File: config.mk
export PLATFORM = sky130hd
export DESIGN_NAME = conv_result_writer
export DESIGN_NICKNAME = d
export VERILOG_FILES = /design/src/rtl/conv_pkg.sv /design/src/rtl/conv_result_writer_sync_fifo.sv /design/src/rtl/conv_result_writer.sv
export SDC_FILE = /design/constraint.sdc
export NUM_CORES = 1
export LEC_CHECK = 0
export CAP_MARGIN = 20
export CORE_MARGIN = 1.5
export CORE_UTILIZATION = 34
export CTS_BUF_LIST = sky130_fd_sc_hd__clkbuf_16
export DETAILED_ROUTE_END_ITERATION = 16
export DONT_BUFFER_PORTS = 1
export PLACE_DENSITY_LB_ADDON = 0.3
export SETUP_SLACK_MARGIN = 0.05
export SLEW_MARGIN = 20
export SYNTH_ARGS = -nofsm -noshare
export SYNTH_HDL_FRONTEND = slang
export SYNTH_SLANG_ARGS = --single-unit
export TNS_END_PERCENT = 1
File: constraint.sdc
create_clock -name i_clk -period 3.7 [get_ports i_clk]
set_input_delay 0.37 -clock i_clk [delete_from_list [all_inputs] [get_ports i_clk]]
set_output_delay 0.37 -clock i_clk [all_outputs]
set_load 0.005 [all_outputs]
File: src/rtl/conv_pkg.sv
// conv_pkg: shared types and helpers for the convolution result writer
// Exports state_t (IDLE/CAPTURE/DRAIN), fifo_entry_t (default-width {addr, data}), saturate().
package conv_pkg;
   typedef enum logic [1:0] {IDLE, CAPTURE, DRAIN} state_t;
   localparam int CONV_ADDR_WIDTH = 19;
   localparam int CONV_OUT_WIDTH = 12;
   typedef struct packed {
      logic [CONV_ADDR_WIDTH-1:0] addr;
      logic [CONV_OUT_WIDTH-1:0]  data;
   } fifo_entry_t;
   function automatic logic [31:0] saturate(input logic [31:0] v, input int w);
      return (v >> w) != 0 ? 32'((64'd1 << w) - 64'd1) : v;
   endfunction
endpackage

File: src/rtl/conv_result_writer_sync_fifo.sv
// sync_fifo: single-clock FIFO, WIDTH bits x DEPTH entries (power of 2)
// Ports: clk, rst (sync active-high), push/wr_data in, pop in, rd_data (head, 0 when empty), full, empty, count.
// A push while full is accepted only if a pop happens in the same cycle.
module sync_fifo #(
   parameter int WIDTH = 8,
   parameter int DEPTH = 4
) (
   input  logic                     clk,
   input  logic                     rst,
   input  logic                     push,
   input  logic                     pop,
   input  logic [WIDTH-1:0]         wr_data,
   output logic [WIDTH-1:0]         rd_data,
   output logic                     full,
   output logic                     empty,
   output logic [$clog2(DEPTH):0]   count
);
   localparam int AW = $clog2(DEPTH);
   logic [WIDTH-1:0] mem_q [DEPTH];
   logic [WIDTH-1:0] mem_d [DEPTH];
   logic [AW-1:0] wr_q, wr_d, rd_q, rd_d;
   logic [AW:0] cnt_q, cnt_d;
   logic do_push, do_pop;
   always_comb begin
      do_pop = pop && !empty;
      do_push = push && (!full || do_pop);
      mem_d = mem_q;
      if (do_push) mem_d[wr_q] = wr_data;
      wr_d = do_push ? wr_q + AW'(1) : wr_q;
      rd_d = do_pop ? rd_q + AW'(1) : rd_q;
      cnt_d = cnt_q + (AW+1)'(do_push) - (AW+1)'(do_pop);
   end
   always_ff @(posedge clk) begin
      if (rst) begin
         wr_q <= '0;
         rd_q <= '0;
         cnt_q <= '0;
      end else begin
         wr_q <= wr_d;
         rd_q <= rd_d;
         cnt_q <= cnt_d;
      end
      mem_q <= mem_d;
   end
   assign empty = cnt_q == '0;
   assign full = cnt_q == (AW+1)'(DEPTH);
   assign count = cnt_q;
   assign rd_data = empty ? '0 : mem_q[rd_q];
endmodule

File: src/rtl/conv_result_writer.sv
// conv_result_writer: crops the convolution border, saturates, and queues writes to a frame buffer
// Ports: i_clk, i_rst (sync active-high); i_start arms one frame; i_val_valid/i_val magnitude stream;
// o_mem_wr_valid/i_mem_wr_ready/o_mem_wr_addr/o_mem_wr_data write port; o_busy, o_frame_done, o_overflow status.
module conv_result_writer
   import conv_pkg::*;
#(
   parameter int N          = 3,
   parameter int DATA_WIDTH = 12,
   parameter int IMG_WIDTH  = 640,
   parameter int IMG_HEIGHT = 480,
   parameter int OUT_WIDTH  = 12,
   parameter int ADDR_WIDTH = 19,
   parameter int FIFO_DEPTH = 4
) (
   input  logic                    i_clk,
   input  logic                    i_rst,
   input  logic                    i_start,
   input  logic                    i_val_valid,
   input  logic [DATA_WIDTH+2:0]   i_val,
   output logic                    o_mem_wr_valid,
   input  logic                    i_mem_wr_ready,
   output logic [ADDR_WIDTH-1:0]   o_mem_wr_addr,
   output logic [OUT_WIDTH-1:0]    o_mem_wr_data,
   output logic                    o_busy,
   output logic                    o_frame_done,
   output logic                    o_overflow
);
   localparam int CW = $clog2(IMG_WIDTH);
   localparam int RW = $clog2(IMG_HEIGHT);
   localparam int FW = $clog2(FIFO_DEPTH);
   typedef struct packed {
      logic [ADDR_WIDTH-1:0] addr;
      logic [OUT_WIDTH-1:0]  data;
   } entry_t;
   state_t state_q, state_d;
   logic [CW-1:0] col_q, col_d;
   logic [RW-1:0] row_q, row_d;
   logic [ADDR_WIDTH-1:0] addr_q, addr_d;
   logic ovf_q, ovf_d;
   logic accept, keep, last, eol, clear, push, pop, full, empty;
   logic [OUT_WIDTH-1:0] sat_val;
   logic [FW:0] count;
   entry_t head;
   sync_fifo #(.WIDTH($bits(entry_t)), .DEPTH(FIFO_DEPTH)) u_fifo (
      .clk(i_clk),
      .rst(i_rst),
      .push(push),
      .pop(pop),
      .wr_data({addr_q, sat_val}),
      .rd_data(head),
      .full(full),
      .empty(empty),
      .count(count)
   );
   always_ff @(posedge i_clk) begin
      if (i_rst) begin
         state_q <= IDLE;
         col_q <= '0;
         row_q <= '0;
         addr_q <= '0;
         ovf_q <= 1'b0;
      end else begin
         state_q <= state_d;
         col_q <= col_d;
         row_q <= row_d;
         addr_q <= addr_d;
         ovf_q <= ovf_d;
      end
   end
   always_comb begin
      state_d = state_q == IDLE    ? (i_start ? CAPTURE : IDLE) :
                state_q == CAPTURE ? (last ? DRAIN : CAPTURE) :
                                     (count == '0 ? IDLE : DRAIN);
   end
   // The address advances on every kept sample, even a dropped one, so later writes stay in place.
   always_comb begin
      accept = state_q == CAPTURE && i_val_valid;
      eol = col_q == CW'(IMG_WIDTH - 1);
      keep = accept && row_q >= RW'(N - 1) && col_q >= CW'(N - 1);
      last = accept && eol && row_q == RW'(IMG_HEIGHT - 1);
      clear = state_q == IDLE && i_start;
      push = keep && (!full || pop);
      sat_val = OUT_WIDTH'(saturate(32'(i_val), OUT_WIDTH));
      col_d = clear ? '0 : accept ? (eol ? '0 : col_q + CW'(1)) : col_q;
      row_d = clear ? '0 : accept && eol ? row_q + RW'(1) : row_q;
      addr_d = clear ? '0 : keep ? addr_q + ADDR_WIDTH'(1) : addr_q;
      ovf_d = !clear && (ovf_q || (keep && !push));
   end
   always_comb begin
      o_mem_wr_valid = !empty;
      pop = o_mem_wr_valid && i_mem_wr_ready;
      o_mem_wr_addr = head.addr;
      o_mem_wr_data = head.data;
      o_busy = state_q != IDLE;
      o_frame_done = state_q == DRAIN && count == '0;
      o_overflow = ovf_q;
   end
endmodule

==> impl_results.md, run 1 <==
- Run status: completed
- Clk Latency, worst-skew pair: between 400 and 500 ps
- Clock transition at path regs: ~70 ps
- Worst-Margin Slew: 729 ps
- Most used DFF post-synth: edfxtp_1
- Final Skew: between 9 and 10 ps
- Max clock buf depth: 2
- Crit-path max FO: 13
- Global route overflow: 0
- First-pass GRT wire length: ~21000 um
- Seq/Total Area, Yosys: about 66%
- Initial antenna violation count: 0
- Hold EP: state_q[0]$_SDFF_PP0_
- Clock sinks: roughly 170
- CP Data Required Time: approximately 3300 ps
- Most frequent cells in the layout: 124 x edfxtp_1, 47 x dfxtp_1, 38 x and2_1, 33 x nor2_1, 31 x mux4_2
- # diodes: 0
- RSZ-0062 raised after global routing: no
- Setup TNS: 0 ps
- Synth unique cells: 48
- DIE WIDTH: between 100 and 150 um
- Hold Crit Depth: 1
- Endpoints failing setup: 0
- #FFs+latches synth: between 150 and 200
- Total of max-cap violations: 0
- Final hold violation count: 0
- Share of layout cells above drive strength 1: 16.5%
- Post_cts resized: 0
- Crit. End Element: output pin
- DPL Wire Length: 8120 um
- DRT Pass-1 Iters: 4
- PwrDens: 546 nW/um2
- Wirelength per Cell: 17.4 um
- Leak: 2.84 nW
- Core Area: 20400 um2
- Number of enable flip-flop cells after synthesis: ~120
- Worst R2R Start: col_q[0]$_SDFFE_PP0P_
- Post-DP Area: 7410 um2
- Post-synth net total: approximately 500
- Hold crit path type: input pin to register
- Via Count: around 3900
- Vias in the first global route: 3911
- CTS Root Cell: clkbuf_16
- I/O pin count: 55
- Final WS setup: 1160 ps
- Largest net degree at the start of global routing: 35
- Synth Warn #: 0
- Initial Util: a little over a third
- Fin area: between 8000 and 9000 um2
- Relative slew slack: 51.4%
- H-Tree Depth: 4
- Setup crit start kind: register
- Hold WS: 82.6 ps
- Async set-reset flop share out of synthesis: 0%
- Register area: about 4700 um2
- Final Max Tran Viols: 0
- Period utilisation layout: approximately 69%
- CTS tree: built
- PortBufs: 0
- GRT Util Overall: between 10% and 20%
- Nets@finish: 521
- Routed wire length: around 13000 um
- Maximum VDD drop: approximately 0.00036 V
- Dpl ws: between 1000 and 1500 ps
- Filler instances: 1907
- CP Class: register to output pin
- Rows: 52
- DRC: 0
- Inserted Clock Buffers: 17
- Worst R2R End: u_fifo.count[2]$_SDFF_PP0_
- Area grow syn2layout: 12.7%
- Commonest non-fill, non-tap cell in the layout: edfxtp_1
- Vias per inst: 5.04
- Post-Syn Area: between 7000 and 8000 um2
- Worst min-delay path startpoint: i_start
- Chip height: around 150 um
- Area of the multi-input gates: around 2300 um2
- Max frequency: about 0.39 GHz
- Setup Fix Bufs, Post-CTS: 0
- Reg-to-reg slack, setup: about 1300 ps
- DRT iter0 DRCs: approximately 170
- Gpl congestion: ~0.80
- WP data arrival: around 2200 ps
- Die area: 21800 um2
- Reg2reg path depth: 11
- Final Core Density: 39.3%
- Antenna-violating nets left: 0
- Synth Area per Inst: 14.8 um2
- Syn Inst Count: about 480
- Minimum clock period after layout: roughly 2500 ps
-- final cells by class --
cell class | count | share of cell area [%]
clock buffer | 17 | 5.31
clock inverter | 15 | 2.00
inverter | 12 | 0.563
multi-input combinational | 275 | 28.3
sequential | 172 | 58.5
tap | 270 | 4.22
timing repair buffer | 11 | 1.06
-- timing repair --
item                       CTS  global route
hold endpoints to repair     8             0
setup endpoints to repair    0             0
hold buffers                 1             0
-- flip-flops by register name, indices dropped and copies added (netlist names) --
register / cells
state_q: 2
col_q: 10
row_q: 9
u_fifo.count: 3
addr_q: 19
u_fifo.wr_q: 2
o_overflow: 1
u_fifo.mem_q: 124
u_fifo.rd_q: 2
-- worst max path at each step --
stage / from / to / depth (start not counted)
floorplan: state_q[0]$_SDFF_PP0_ / u_fifo.mem_q[0]$_DFFE_PP_ / 6
global placement: u_fifo.count[1]$_SDFF_PP0_ / u_fifo.count[2]$_SDFF_PP0_ / 9
detailed placement: col_q[0]$_SDFFE_PP0P_ / u_fifo.count[2]$_SDFF_PP0_ / 11
CTS: u_fifo.rd_q[0]$_SDFFE_PP0P_ / o_mem_wr_data[10] / 3
global route: u_fifo.rd_q[0]$_SDFFE_PP0P_ / o_mem_wr_data[10] / 3
finish: u_fifo.rd_q[0]$_SDFFE_PP0P_ / o_mem_wr_data[10] / 3
-- worst max-delay path: stages (launching register included) --
cell and delay (ps):
dfxtp_2 640, buf_4 360, mux4_2 540, and2_1 190
-- through the flow --
| stage | cells | power (mW) |
|---|---|---|
| 3_3_place_gp | 739 | 2.68 |
| 5_1_grt | 772 | 4.55 |
| 2_1_floorplan | 481 | 2.54 |
| 3_5_place_dp | 739 | 2.69 |
| 4_1_cts | 772 | 4.43 |
| 6_report | 772 | 4.37 |
-- synth_stat cells (2+ instances only) --
| cell | number | share of area (%) |
|---|---|---|
| nand3_1 | 17 | 1.2 |
| nand2_1 | 17 | 0.90 |
| edfxtp_1 | 124 | 52 |
| clkbuf_1 | 13 | 0.69 |
| a211oi_1 | 2 | 0.21 |
| xor2_1 | 15 | 1.9 |
| buf_6 | 2 | 0.32 |
| nand4b_1 | 2 | 0.25 |
| xnor2_1 | 10 | 1.2 |
| buf_1 | 2 | 0.11 |
| a21oi_1 | 16 | 1.1 |
| and2_1 | 38 | 3.3 |
| nor3_1 | 3 | 0.21 |
| or3_1 | 8 | 0.70 |
| o31ai_1 | 5 | 0.53 |
| nand2b_1 | 13 | 1.1 |
| ha_1 | 11 | 1.9 |
| inv_1 | 12 | 0.63 |
| dfxtp_1 | 48 | 14 |
| buf_2 | 4 | 0.28 |
| or4_1 | 5 | 0.53 |
| o21ai_0 | 10 | 0.70 |
| and3_1 | 2 | 0.18 |
| and4_1 | 3 | 0.37 |
| nand4_1 | 9 | 0.79 |
| nor3b_1 | 2 | 0.21 |
| nor2_1 | 33 | 1.7 |
| nor4_1 | 5 | 0.44 |
| mux4_2 | 31 | 9.8 |
-- where the power goes --
group | switching (mW) | total [mW] | internal [mW]
sequential | 0.0588 | 2.13 | 2.07
combinational | 0.286 | 0.498 | 0.212
clock | 0.791 | 1.75 | 0.955
-- metal layers --
metal / vias to the layer above / wire, um / track usage [%]
met5: - / 0 / 0
met3: 17 / 541 / 3.40
met4: 0 / 153 / 4.20
met1: 1971 / 6200 / 16.9
met2: 86 / 6540 / 21.0
li1: 1815 / - / -
-- cells by family (layout without fill, tap and decap cells) --
family / count (synthesis) / count (layout) / share of synthesized area [%]
compound gates: 36 / 36 / 2.94
xor+xnor: 25 / 25 / 3.08
fa+ha+maj: 12 / 12 / 2.22
buf+inv: 34 / 55 / 2.13
flops: 172 / 172 / 66.0
mux: 32 / 32 / 9.97
simple gates: 170 / 170 / 13.7
Note: power is estimated with default switching activity, not from simulation.
==> run 2, diff against run 1 <==
- clock period: 3.7 -> 2.3 ns (I/O delays scaled with it)
==> impl_results.md, run 2 (synthesis gave the netlist of run 1 again) <==
- Run status: finished, violations left
- Failing checks: negative hold slack
- Final Skew: 21.5 ps (+12.0 ps)
- Crit. End Element: register
- Clock Power Share: 38.8% (-1.1 points)
- Final Max Tran Viols: 0 (unchanged)
- # diodes: 0 (unchanged)
- Vias per inst: 5.00 (-0.77%)
- Hold WS: -146 ps (-229 ps)
- Initial Util: 34.9% (unchanged)
- Most frequent cell on the critical path: ha_4
- Most frequent cells in the layout: 124 x edfxtp_1, 43 x dfxtp_1, 36 x and2_1, 33 x nor2_1, 31 x mux4_2
- Rows: 52 (unchanged)
- Crit-path max FO: 3 (-10)
- Wirelength per Cell: 16.9 um (-3.0%)
- Setup crit start kind: register
- Clk Latency, worst-skew pair: 420 ps (about the same)
- Critical-path top delay cell: fa_2
- Worst-Margin Slew: 513 ps (-216 ps)
- I/O pin count: 55 (unchanged)
- Max clock buf depth: 2 (unchanged)
- Gpl congestion: 0.769 (-4.3%)
- Maximum VDD drop: 0.000712 V (+96%)
- Largest regs: u_fifo.mem_q: 124 flops, addr_q: 19 flops, col_q: 10 flops
- Global route overflow: 0 (unchanged)
- Total of max-cap violations: 0 (unchanged)
- Period utilisation layout: 97.0%
- DIE WIDTH: 148 um (unchanged)
- Biggest register: u_fifo.mem_q
- First-pass GRT wire length: 21500 um (+0.39%)
- Initial antenna violation count: 0 (unchanged)
- CP delay by family, top: adder cells
- Buffers & Inverters on Critical Path: 2 (+1)
- CP Depth: 10 (+7)
- Relative slew slack: 65.8% (+14 points)
- CTS tree: built
- Share of layout cells above drive strength 1: 21.2% (+4.7 points)
- Int Power: 5.46 mW (+69%)
- DRT iter0 DRCs: 155 (-11%)
- Clock transition at path regs: 70 ps (about the same)
- Vias in the first global route: 4044 (+3.4%)
- Die area: 21800 um2 (unchanged)
- DRT Pass-1 Iters: 6 (+2)
- Worst-path cell chain: or3_4 -> and2_4 -> ha_4 -> inv_4 -> ha_4 -> inv_2 -> fa_2 -> xor2_2 -> xnor2_1 -> nor2_1
- Filler instances: 1863 (-2.3%)
- Commonest non-fill, non-tap cell in the layout: edfxtp_1
- Sw Share: 25.0% (-0.97 points)
- Antenna-violating nets left: 0 (unchanged)
- Cts hold-fix bufs: 5 (+4)
- Clock sinks: 172 (unchanged)
- Post-Layout Cell Count: 789 (+2.2%)
- P_sw: 1.82 mW (+60%)
- Critical path's largest stage delay: 390 ps (-250 ps)
- Via Count: 3944 (+1.4%)
- Final Core Density: 40.7% (+1.4 points)
- H-Tree Depth: 4 (unchanged)
- PortBufs: 0 (unchanged)
- Final hold violation count: 5 (+5)
- Max frequency: 0.448 GHz
- Register area: 4690 um2 (+0.16%)
- CP Class: register to register
- Area grow syn2layout: 16.8%
- RSZ-0062 raised after global routing: yes
- CTS Root Cell: clkbuf_16
- Hold Crit Depth: 1 (unchanged)
- Largest register FFs: 124 (unchanged)
- Comb pwr share: 14.6% (+3.2 points)
- Reg2reg path depth: 10 (-1)
- Endpoints failing setup: 0 (unchanged)
- DPL Wire Length: 8070 um (-0.62%)
- Largest net degree at the start of global routing: 35 (unchanged)
- Sequential power share: 46.6% (-2.1 points)
- Chip height: 148 um (unchanged)
- Minimum clock period after layout: 2230 ps
- GRT Util Overall: 12.9% (-0.046 points)
- WP data arrival: 2550 ps (+380 ps)
- CP Data Required Time: 2620 ps (-710 ps)
- Core Area: 20400 um2 (unchanged)
- Inserted Clock Buffers: 17 (unchanged)
- Hold crit path type: input pin to register
- Leak: 2.96 nW (+4.2%)
- Routed wire length: 13300 um (-0.89%)
- Area of the multi-input gates: 2310 um2 (+2.1%)
- Total Power: 7.28 mW (+67%)
- Nets@finish: 540 (+3.6%)
- Cell count after placement: 752 (+1.8%)
- PwrDens: 878 nW/um2 (+61%)
- DRC: 0 (unchanged)
-- run 2: power groups by stage --
| stage | clock network [mW] | logic, mW | registers, mW |
|---|---|---|---|
| 2_1_floorplan | 0 | 0.670 | 3.42 |
| 3_5_place_dp | 0 | 0.943 | 3.45 |
| 4_1_cts | 2.89 | 0.973 | 3.39 |
| 6_report | 2.82 | 1.07 | 3.39 |
| 3_3_place_gp | 0 | 0.906 | 3.45 |
| 5_1_grt | 3.01 | 1.19 | 3.40 |
-- run 2: worst register-to-register path: stages (launching register included) --
cell	delay (ps)
dfxtp_4	340
or3_4	380
and2_4	170
ha_4	220
inv_4	60
ha_4	120
inv_2	40
fa_2	390
xor2_2	190
xnor2_1	170
nor2_1	60
-- run 2: metrics by stage --
stage | hold slack (ps) | worst slack [ps] | TNS, ps | cell area, um2
floorplan | 368 | -234 | -21820 | 7100
global placement | 300 | 106 | 0 | 7580
detailed placement | 299 | 37.6 | 0 | 7580
CTS | -153 | 55.2 | 0 | 8220
global route | -159 | -8.51 | -8.51 | 8290
finish | -146 | 67.9 | 0 | 8290
-- run 2: layer usage --
metal | wire [um] | global-route usage [%]
met1 | 6130 | 16.7
met2 | 6640 | 21.2
met3 | 486 | 3.36
met4 | 66 | 3.75
met5 | 0 | 0
-- run 2: worst paths after layout --
path | from | endpoint | slack [ps]
setup / recovery | u_fifo.count[2]$_SDFF_PP0_ | u_fifo.count[2]$_SDFF_PP0_ | 70
setup reg to reg | u_fifo.count[2]$_SDFF_PP0_ | u_fifo.count[2]$_SDFF_PP0_ | 70
hold / removal | i_rst | u_fifo.count[2]$_SDFF_PP0_ | -150
hold reg to reg | col_q[0]$_SDFFE_PP0P_ | col_q[0]$_SDFFE_PP0P_ | 490
-- run 2: area by class of cell --
cell class                 count  share of cell area [%]
timing repair buffer          30                    3.77
inverter                      12                   0.573
multi-input combinational    275                    27.9
clock buffer                  17                    5.13
clock inverter                13                    1.96
sequential                   172                    56.6
tap                          270                    4.07
-- run 2: repair_timing --
| item | CTS | global route |
|---|---|---|
| resized for setup | 1 | 15 |
| hold endpoints to repair | 9 | 5 |
| setup endpoints to repair | 1 | 4 |
| pin swaps | 0 | 6 |
| setup buffers | 0 | 2 |
